**src/rtl/ingress_rst_clk_seq_ctrl_pkg.sv**
```systemverilog
// ingress_rst_seq_pkg: sequencer states, default dwell delays and the state-to-output decode
package ingress_rst_seq_pkg;
  localparam int CNT_W = 8;
  localparam int DEF_CLK_EN_DLY = 4;
  localparam int DEF_PG_DLY = 16;
  localparam int DEF_PRI_DLY = 8;
  localparam int DEF_SEC_DLY = 8;
  localparam int DEF_DRAIN_TIMEOUT = 64;
  typedef enum logic [3:0] {
    OFF = 4'd0, CLK_ON = 4'd1, PG_REL = 4'd2, PRI_REL = 4'd3, SEC_REL = 4'd4,
    ACTIVE = 4'd5, DRAIN = 4'd6, RST_HOLD = 4'd7, ACK_WAIT = 4'd8
  } seq_state_e;
  typedef struct packed {
    logic en;
    logic pg;
    logic pri;
    logic sec;
    logic act;
    logic dreq;
    logic ack;
  } seq_out_t;
  function automatic seq_out_t decode(seq_state_e s);
    seq_out_t r;
    r.en = s != OFF;
    r.pg = s inside {OFF, CLK_ON, PG_REL};
    r.pri = s inside {OFF, CLK_ON, PG_REL, PRI_REL, RST_HOLD, ACK_WAIT};
    r.sec = !(s inside {ACTIVE, DRAIN});
    r.act = s == ACTIVE;
    r.dreq = s == DRAIN;
    r.ack = s == ACK_WAIT;
    return r;
  endfunction
endpackage

```
**src/rtl/ingress_rst_clk_seq_ctrl_if.sv**
```systemverilog
// ingress_rst_clk_seq_ctrl_if: platform inputs and ingress reset/enable outputs of the sequencer
interface ingress_rst_clk_seq_ctrl_if;
  logic pwr_ok;
  logic warm_rst_req;
  logic drain_done;
  logic warm_rst_ack;
  logic drain_req;
  logic enable_primary_clock;
  logic enable_secondary_clock;
  logic power_good_reset;
  logic ing_primary_reset;
  logic ing_secondary_reset;
  logic seq_active;
  logic [3:0] seq_state;
  logic drain_timeout_err;
  modport master (
    output pwr_ok, warm_rst_req, drain_done,
    input warm_rst_ack, drain_req, enable_primary_clock, enable_secondary_clock, power_good_reset,
    ing_primary_reset, ing_secondary_reset, seq_active, seq_state, drain_timeout_err
  );
  modport slave (
    input pwr_ok, warm_rst_req, drain_done,
    output warm_rst_ack, drain_req, enable_primary_clock, enable_secondary_clock, power_good_reset,
    ing_primary_reset, ing_secondary_reset, seq_active, seq_state, drain_timeout_err
  );
endinterface

```
**src/rtl/ingress_rst_clk_seq_ctrl_dwell_cnt.sv**
```systemverilog
// ingress_dwell_cnt: loadable down-counter; expire flags the last cycle of a dwell
module ingress_dwell_cnt #(
  parameter int W = 8
) (
  input  logic         clk,
  input  logic         rst,
  input  logic         load,
  input  logic [W-1:0] load_val,
  output logic         expire
);
  logic [W-1:0] cnt;
  always_ff @(posedge clk)
    if (rst) cnt <= '0;
    else cnt <= load ? load_val : (|cnt ? cnt - 1'b1 : cnt);
  assign expire = cnt == W'(1);
endmodule

```
**src/rtl/ingress_rst_clk_seq_ctrl.sv**
```systemverilog
// ingress_rst_clk_seq_ctrl: cold power-up and warm-reset/drain sequencer for the ingress block
module ingress_rst_clk_seq_ctrl
  import ingress_rst_seq_pkg::*;
#(
  parameter int CLK_EN_DLY    = DEF_CLK_EN_DLY,
  parameter int PG_DLY        = DEF_PG_DLY,
  parameter int PRI_DLY       = DEF_PRI_DLY,
  parameter int SEC_DLY       = DEF_SEC_DLY,
  parameter int DRAIN_TIMEOUT = DEF_DRAIN_TIMEOUT
) (
  input logic primary_clock,
  input logic primary_reset,
  ingress_rst_clk_seq_ctrl_if.slave bus
);
  localparam int MAXV = 2 ** CNT_W - 1;
  if (CLK_EN_DLY < 1 || CLK_EN_DLY > MAXV || PG_DLY < 1 || PG_DLY > MAXV || PRI_DLY < 1 ||
      PRI_DLY > MAXV || SEC_DLY < 1 || SEC_DLY > MAXV || DRAIN_TIMEOUT < 1 || DRAIN_TIMEOUT > MAXV)
  begin : g_bad_dly
    $error("ingress_rst_clk_seq_ctrl: dwell delay outside 1..2**CNT_W-1");
  end
  seq_state_e st, nxt;
  seq_out_t so;
  logic err, err_nxt, load, expire;
  logic [CNT_W-1:0] dly;
  ingress_dwell_cnt #(.W(CNT_W)) u_cnt (
    .clk(primary_clock), .rst(primary_reset), .load(load), .load_val(dly), .expire(expire)
  );
  always_comb begin
    nxt = st;
    if (!bus.pwr_ok) nxt = OFF;
    else
      case (st)
        OFF:      nxt = CLK_ON;
        CLK_ON:   nxt = expire ? PG_REL : st;
        PG_REL:   nxt = expire ? PRI_REL : st;
        PRI_REL:  nxt = expire ? SEC_REL : st;
        SEC_REL:  nxt = expire ? ACTIVE : st;
        ACTIVE:   nxt = bus.warm_rst_req ? DRAIN : st;
        DRAIN:    nxt = (bus.drain_done || expire) ? RST_HOLD : st;
        RST_HOLD: nxt = expire ? ACK_WAIT : st;
        ACK_WAIT: nxt = bus.warm_rst_req ? st : PRI_REL;
        default:  nxt = OFF;
      endcase
  end
  // every state change reloads the shared counter with the new state's dwell
  assign load = nxt != st;
  assign dly = nxt == CLK_ON ? CNT_W'(CLK_EN_DLY) :
               nxt == PG_REL ? CNT_W'(PG_DLY) :
               (nxt == PRI_REL || nxt == RST_HOLD) ? CNT_W'(PRI_DLY) :
               nxt == SEC_REL ? CNT_W'(SEC_DLY) :
               nxt == DRAIN ? CNT_W'(DRAIN_TIMEOUT) : '0;
  assign err_nxt = err | (st == DRAIN && bus.pwr_ok && !bus.drain_done && expire);
  always_ff @(posedge primary_clock)
    if (primary_reset) begin
      st <= OFF;
      so <= decode(OFF);
      err <= 1'b0;
    end else begin
      st <= nxt;
      so <= decode(nxt);
      err <= err_nxt;
    end
  assign bus.seq_state = st;
  assign bus.enable_primary_clock = so.en;
  assign bus.enable_secondary_clock = so.en;
  assign bus.power_good_reset = so.pg;
  assign bus.ing_primary_reset = so.pri;
  assign bus.ing_secondary_reset = so.sec;
  assign bus.seq_active = so.act;
  assign bus.drain_req = so.dreq;
  assign bus.warm_rst_ack = so.ack;
  assign bus.drain_timeout_err = err;
endmodule

```
**src/flat_wrapper.sv**
```systemverilog
// flat-port wrapper written by rule: the top's interface ports become plain ports
module ingress_rst_clk_seq_ctrl_flat import ingress_rst_seq_pkg::*;
#(
  parameter int CLK_EN_DLY    = DEF_CLK_EN_DLY,
  parameter int PG_DLY        = DEF_PG_DLY,
  parameter int PRI_DLY       = DEF_PRI_DLY,
  parameter int SEC_DLY       = DEF_SEC_DLY,
  parameter int DRAIN_TIMEOUT = DEF_DRAIN_TIMEOUT
)
  (primary_clock, primary_reset, bus_pwr_ok, bus_warm_rst_req, bus_drain_done, bus_warm_rst_ack, bus_drain_req, bus_enable_primary_clock, bus_enable_secondary_clock, bus_power_good_reset, bus_ing_primary_reset, bus_ing_secondary_reset, bus_seq_active, bus_seq_state, bus_drain_timeout_err);
  ingress_rst_clk_seq_ctrl_if bus_i ();
  input logic primary_clock;
  input logic primary_reset;
  input wire logic [$bits(bus_i.pwr_ok)-1:0] bus_pwr_ok;
  input wire logic [$bits(bus_i.warm_rst_req)-1:0] bus_warm_rst_req;
  input wire logic [$bits(bus_i.drain_done)-1:0] bus_drain_done;
  output wire logic [$bits(bus_i.warm_rst_ack)-1:0] bus_warm_rst_ack;
  output wire logic [$bits(bus_i.drain_req)-1:0] bus_drain_req;
  output wire logic [$bits(bus_i.enable_primary_clock)-1:0] bus_enable_primary_clock;
  output wire logic [$bits(bus_i.enable_secondary_clock)-1:0] bus_enable_secondary_clock;
  output wire logic [$bits(bus_i.power_good_reset)-1:0] bus_power_good_reset;
  output wire logic [$bits(bus_i.ing_primary_reset)-1:0] bus_ing_primary_reset;
  output wire logic [$bits(bus_i.ing_secondary_reset)-1:0] bus_ing_secondary_reset;
  output wire logic [$bits(bus_i.seq_active)-1:0] bus_seq_active;
  output wire logic [$bits(bus_i.seq_state)-1:0] bus_seq_state;
  output wire logic [$bits(bus_i.drain_timeout_err)-1:0] bus_drain_timeout_err;
  assign bus_i.pwr_ok = bus_pwr_ok;
  assign bus_i.warm_rst_req = bus_warm_rst_req;
  assign bus_i.drain_done = bus_drain_done;
  assign bus_warm_rst_ack = bus_i.warm_rst_ack;
  assign bus_drain_req = bus_i.drain_req;
  assign bus_enable_primary_clock = bus_i.enable_primary_clock;
  assign bus_enable_secondary_clock = bus_i.enable_secondary_clock;
  assign bus_power_good_reset = bus_i.power_good_reset;
  assign bus_ing_primary_reset = bus_i.ing_primary_reset;
  assign bus_ing_secondary_reset = bus_i.ing_secondary_reset;
  assign bus_seq_active = bus_i.seq_active;
  assign bus_seq_state = bus_i.seq_state;
  assign bus_drain_timeout_err = bus_i.drain_timeout_err;
  ingress_rst_clk_seq_ctrl #(.CLK_EN_DLY(CLK_EN_DLY), .PG_DLY(PG_DLY), .PRI_DLY(PRI_DLY), .SEC_DLY(SEC_DLY), .DRAIN_TIMEOUT(DRAIN_TIMEOUT)) u_core (.primary_clock(primary_clock), .primary_reset(primary_reset), .bus(bus_i));
endmodule
```
**config.mk**
```make
export PLATFORM = sky130hd
export DESIGN_NAME = ingress_rst_clk_seq_ctrl_flat
export DESIGN_NICKNAME = d
export VERILOG_FILES = /design/src/rtl/ingress_rst_clk_seq_ctrl_pkg.sv /design/src/rtl/ingress_rst_clk_seq_ctrl_if.sv /design/src/rtl/ingress_rst_clk_seq_ctrl_dwell_cnt.sv /design/src/rtl/ingress_rst_clk_seq_ctrl.sv /design/src/flat_wrapper.sv
export SDC_FILE = /design/constraint.sdc
export NUM_CORES = 1
export LEC_CHECK = 0
export CORE_ASPECT_RATIO = 0.9
export CORE_UTILIZATION = 40
export CTS_CLUSTER_DIAMETER = 150
export DETAILED_ROUTE_END_ITERATION = 8
export PLACE_DENSITY = 0.68
export SYNTH_ARGS = -nofsm -noshare
export SYNTH_HDL_FRONTEND = slang
export SYNTH_SLANG_ARGS = --single-unit
```
**constraint.sdc**
```tcl
create_clock -name primary_clock -period 2.6 [get_ports primary_clock]
set_input_delay 0.52 -clock primary_clock [delete_from_list [all_inputs] [get_ports primary_clock]]
set_output_delay 0.52 -clock primary_clock [all_outputs]
set_load 0.005 [all_outputs]
```
==> results.yml <==
run_status:
  status: "finished, final reports clean"
route:
  drcViolationCount: 0
  route.antenna.remaining_nets: 0
  wire_per_inst_um: 13.0
  drt_iter0_markers: 44
  routed_via_density: 5.25
  routed_wirelength_um: 2530
  detailedRoute.firstPassIterationCount: 4
  via_count_of_the_routed_design: 1024
synthesis:
  synthArstFlopShare_pct: 0
  post-synth-top-area-fraction_pct: 34.0
  yosys_warnings: 0
  synth_area_um2: 1180
  syn_inst_count: 136
  synth-seq-area-share_pct: 34.0
  synth_top_cells_by_count: "sky130_fd_sc_hd__dfxtp_1 (20), sky130_fd_sc_hd__nor2_1 (15), sky130_fd_sc_hd__nand2_1 (10), sky130_fd_sc_hd__nor3_1 (10)"
  netlist_top_cells_area: "sky130_fd_sc_hd__dfxtp_1 (34%), sky130_fd_sc_hd__nor2_1 (4.8%), sky130_fd_sc_hd__nor3_1 (4.3%), sky130_fd_sc_hd__xnor2_1 (3.7%), sky130_fd_sc_hd__ha_1 (3.2%)"
  synth.most_common_cell: "sky130_fd_sc_hd__dfxtp_1"
  synth_flop_cell: "sky130_fd_sc_hd__dfxtp_1"
  synth-edff-count: 0
  syn_nets: 144
  synth.ff_latch_count: 20
  syn-mean-instance-area_um2: 8.66
  synth_largest_area_cell: "sky130_fd_sc_hd__dfxtp_1"
  yosysUniqueCellTypes: 48
global_route:
  maximum_number_of_pins_on_one_net_before_global_route_repair: 20
  first_global_vias: 968
  grt_pass1_wl_um: 4310
  grt_usage_pct: 18.2
  grt_antenna_before_repair: 0
  grt_remaining_overflow: 0
floorplanning:
  width_of_the_die_um: 59.2
  ios: 18
  core-area_um2: 2770
  floorplan.die_area_um2: 3160
  floorplan.die.height_um: 53.5
  initial_core_util_pct: 42.5
  fp-row-count: 18
sta:
  rsz_0062_raised_after_global_routing: "false"
  max_freq_ghz: 0.458
  report.final.slew_viol_count: 0
  timing.slew.headroom_pct: 61.3
  report.final.hold_viol_count: 0
  finalSetupTns_ns: 0
  clock_skew_ns: 0.00392
  fin_crit_ns: 2.18
  post_route_clock_period_utilization_pct: 83.9
  finalSetupViolations: 0
  tightest_slew_ns: 0.579
clock_tree:
  postCtsHoldBufs: 0
  cts-buffers-inserted: 3
  clock_tree_from_tritoncts: "yes"
  clockRootBuffer: "sky130_fd_sc_hd__clkbuf_4"
  postCtsResizedCells: 0
  clkLatencyLatePin_ns: 0.30
  worst_setup_hold_path_clk_slew_ns: 0.11
  maximum_buffer_depth_of_the_clock_tree: 2
  cts-htree-levels: 1
  clkSinkCount: 20
  cts_setup_buffers: 0
pwr:
  cellPowerDensity_nw_per_um2: 970
  share_seq_of_total_power_pct: 31.1
  part_of_the_total_power_dissipated_in_combinational_logic_pct: 51.2
  clockPowerShare_pct: 17.7
  p_leak_nw: 0.536
  p_sw_share_pct: 37.9
  power_report.internal_total_mw: 0.880
  net_sw_power_mw: 0.536
  worst_vdd_ir_v: 0.000533
setup_path:
  worst_setup_path_start_kind: "input port"
  worstPathArrival_ns: 2.40
  cp_data_required_time_ns: 2.82
  timing_worst_setup_path_type: "input port to flop"
  path_max_fanout: 4
  endpoint_kind: "flop"
flow_run:
  drv_cap: 0
hold_path:
  hold_class: "flop to flop"
final_layout:
  area_delta_synth_final_pct: 24.0
  finish.net_count: 164
  antenna_cells: 0
  final.fill_count: 262
  postLayoutCellArea_um2: 1460
  post_route_cells_drive_above_1_share_pct: 11.6
placed_design:
  placement.io_buffers: 17
  placement.cell_area_um2: 1410
  place_congestion: 0.872
  dp.final_hpwl_um: 1870
-- cell type report --
cell class	instances	area [µm²]	share of cell area [%]
Tap cell	40	50.0	3.43
Multi-Input combinational cell	104	727	49.8
Timing Repair Buffer	23	215	14.7
Sequential cell	20	400	27.4
Clock inverter	1	30.0	2.06
Inverter	4	15.0	1.03
Clock buffer	3	22.5	1.54
-- metrics by stage --
step           cells  util (%)  setup WS [ns]  hold WS, ns  total power, mW
6_report         195      52.7          0.418        0.496             1.42
5_1_grt          195      52.7          0.329        0.548             1.52
4_1_cts          195      52.7          0.428        0.499             1.43
3_5_place_dp     191      50.8          0.106        0.461             1.17
3_3_place_gp     191      50.8          0.135        0.458             1.15
2_1_floorplan    136         -          0.556        0.460            0.998
-- metal layers --
| layer | GRT usage [%] | vias to the layer above | wire [µm] |
|---|---|---|---|
| li1 | - | 528 | - |
| met1 | 23.5 | 468 | 1210 |
| met2 | 28.7 | 23 | 1190 |
| met3 | 4.89 | 5 | 109 |
| met4 | 7.14 | 0 | 27 |
| met5 | 0 | - | 0 |
-- critical path: stages --
cell,delay [ns]
sky130_fd_sc_hd__clkdlybuf4s50_1,0.42
sky130_fd_sc_hd__or3b_1,0.35
sky130_fd_sc_hd__a211o_1,0.29
sky130_fd_sc_hd__nand2_1,0.08
sky130_fd_sc_hd__o21a_1,0.20
sky130_fd_sc_hd__mux2_4,0.32
sky130_fd_sc_hd__a311oi_2,0.22
-- registers in the layout (all words and copies together), names as in the netlist --
name,flops
u_core.bus.ing_secondary_reset,1
u_core.bus.drain_timeout_err,1
u_core.bus.drain_req,1
u_core.bus.power_good_reset,1
u_core.u_cnt.cnt,8
u_core.bus.warm_rst_ack,1
u_core.bus.enable_primary_clock,1
u_core.bus.ing_primary_reset,1
u_core.bus.seq_state,4
u_core.bus.seq_active,1
-- power groups by stage --
stage,sequential [mW],clock [mW],combinational [mW]
detailed placement,0.448,0,0.718
global placement,0.443,0,0.705
floorplan,0.432,0,0.566
global route,0.450,0.269,0.796
finish,0.441,0.250,0.725
CTS,0.440,0.256,0.729
-- worst paths after layout --
check | startpoint | endpoint | slack [ns] | depth (start not counted)
worst max-delay path | bus_warm_rst_req | u_core.u_cnt.cnt[3]$_SDFFE_PP0P_ | 0.42 | 7
worst min-delay path | u_core.bus.drain_timeout_err$_SDFF_PP0_ | u_core.bus.drain_timeout_err$_SDFF_PP0_ | 0.50 | 2
worst max register to register | u_core.u_cnt.cnt[2]$_SDFFE_PP0P_ | u_core.u_cnt.cnt[3]$_SDFFE_PP0P_ | 0.44 | 6
worst min register to register | u_core.bus.drain_timeout_err$_SDFF_PP0_ | u_core.bus.drain_timeout_err$_SDFF_PP0_ | 0.50 | 2
-- kinds of logic after synthesis --
kind of cell / synth area share [%]
AO/OA/AOI/OAI: 14.5
XOR/XNOR: 5.21
AND/OR/NAND/NOR: 33.5
multiplexers: 5.42
adder cells (fa/ha/maj): 3.19
flip-flops: 34.0
buffers and inverters: 4.25
-- cell usage in the layout (no fill, tap or decap), types with 3 or more instances in the layout --
cell / synthesis / layout
sky130_fd_sc_hd__o22ai_1: 3 / 3
sky130_fd_sc_hd__xnor2_1: 5 / 5
sky130_fd_sc_hd__a21oi_1: 5 / 5
sky130_fd_sc_hd__nor3b_1: 3 / 3
sky130_fd_sc_hd__clkdlybuf4s50_1: 0 / 17
sky130_fd_sc_hd__clkbuf_4: 0 / 3
sky130_fd_sc_hd__nor3_1: 10 / 10
sky130_fd_sc_hd__nand2b_1: 3 / 3
sky130_fd_sc_hd__nor2_1: 15 / 15
sky130_fd_sc_hd__inv_1: 4 / 4
sky130_fd_sc_hd__or3_1: 3 / 3
sky130_fd_sc_hd__dfxtp_1: 20 / 20
sky130_fd_sc_hd__ha_1: 3 / 3
sky130_fd_sc_hd__nand2_1: 10 / 10
sky130_fd_sc_hd__buf_4: 1 / 6
sky130_fd_sc_hd__nor2b_1: 3 / 3
(Power assumes the default switching activity.)
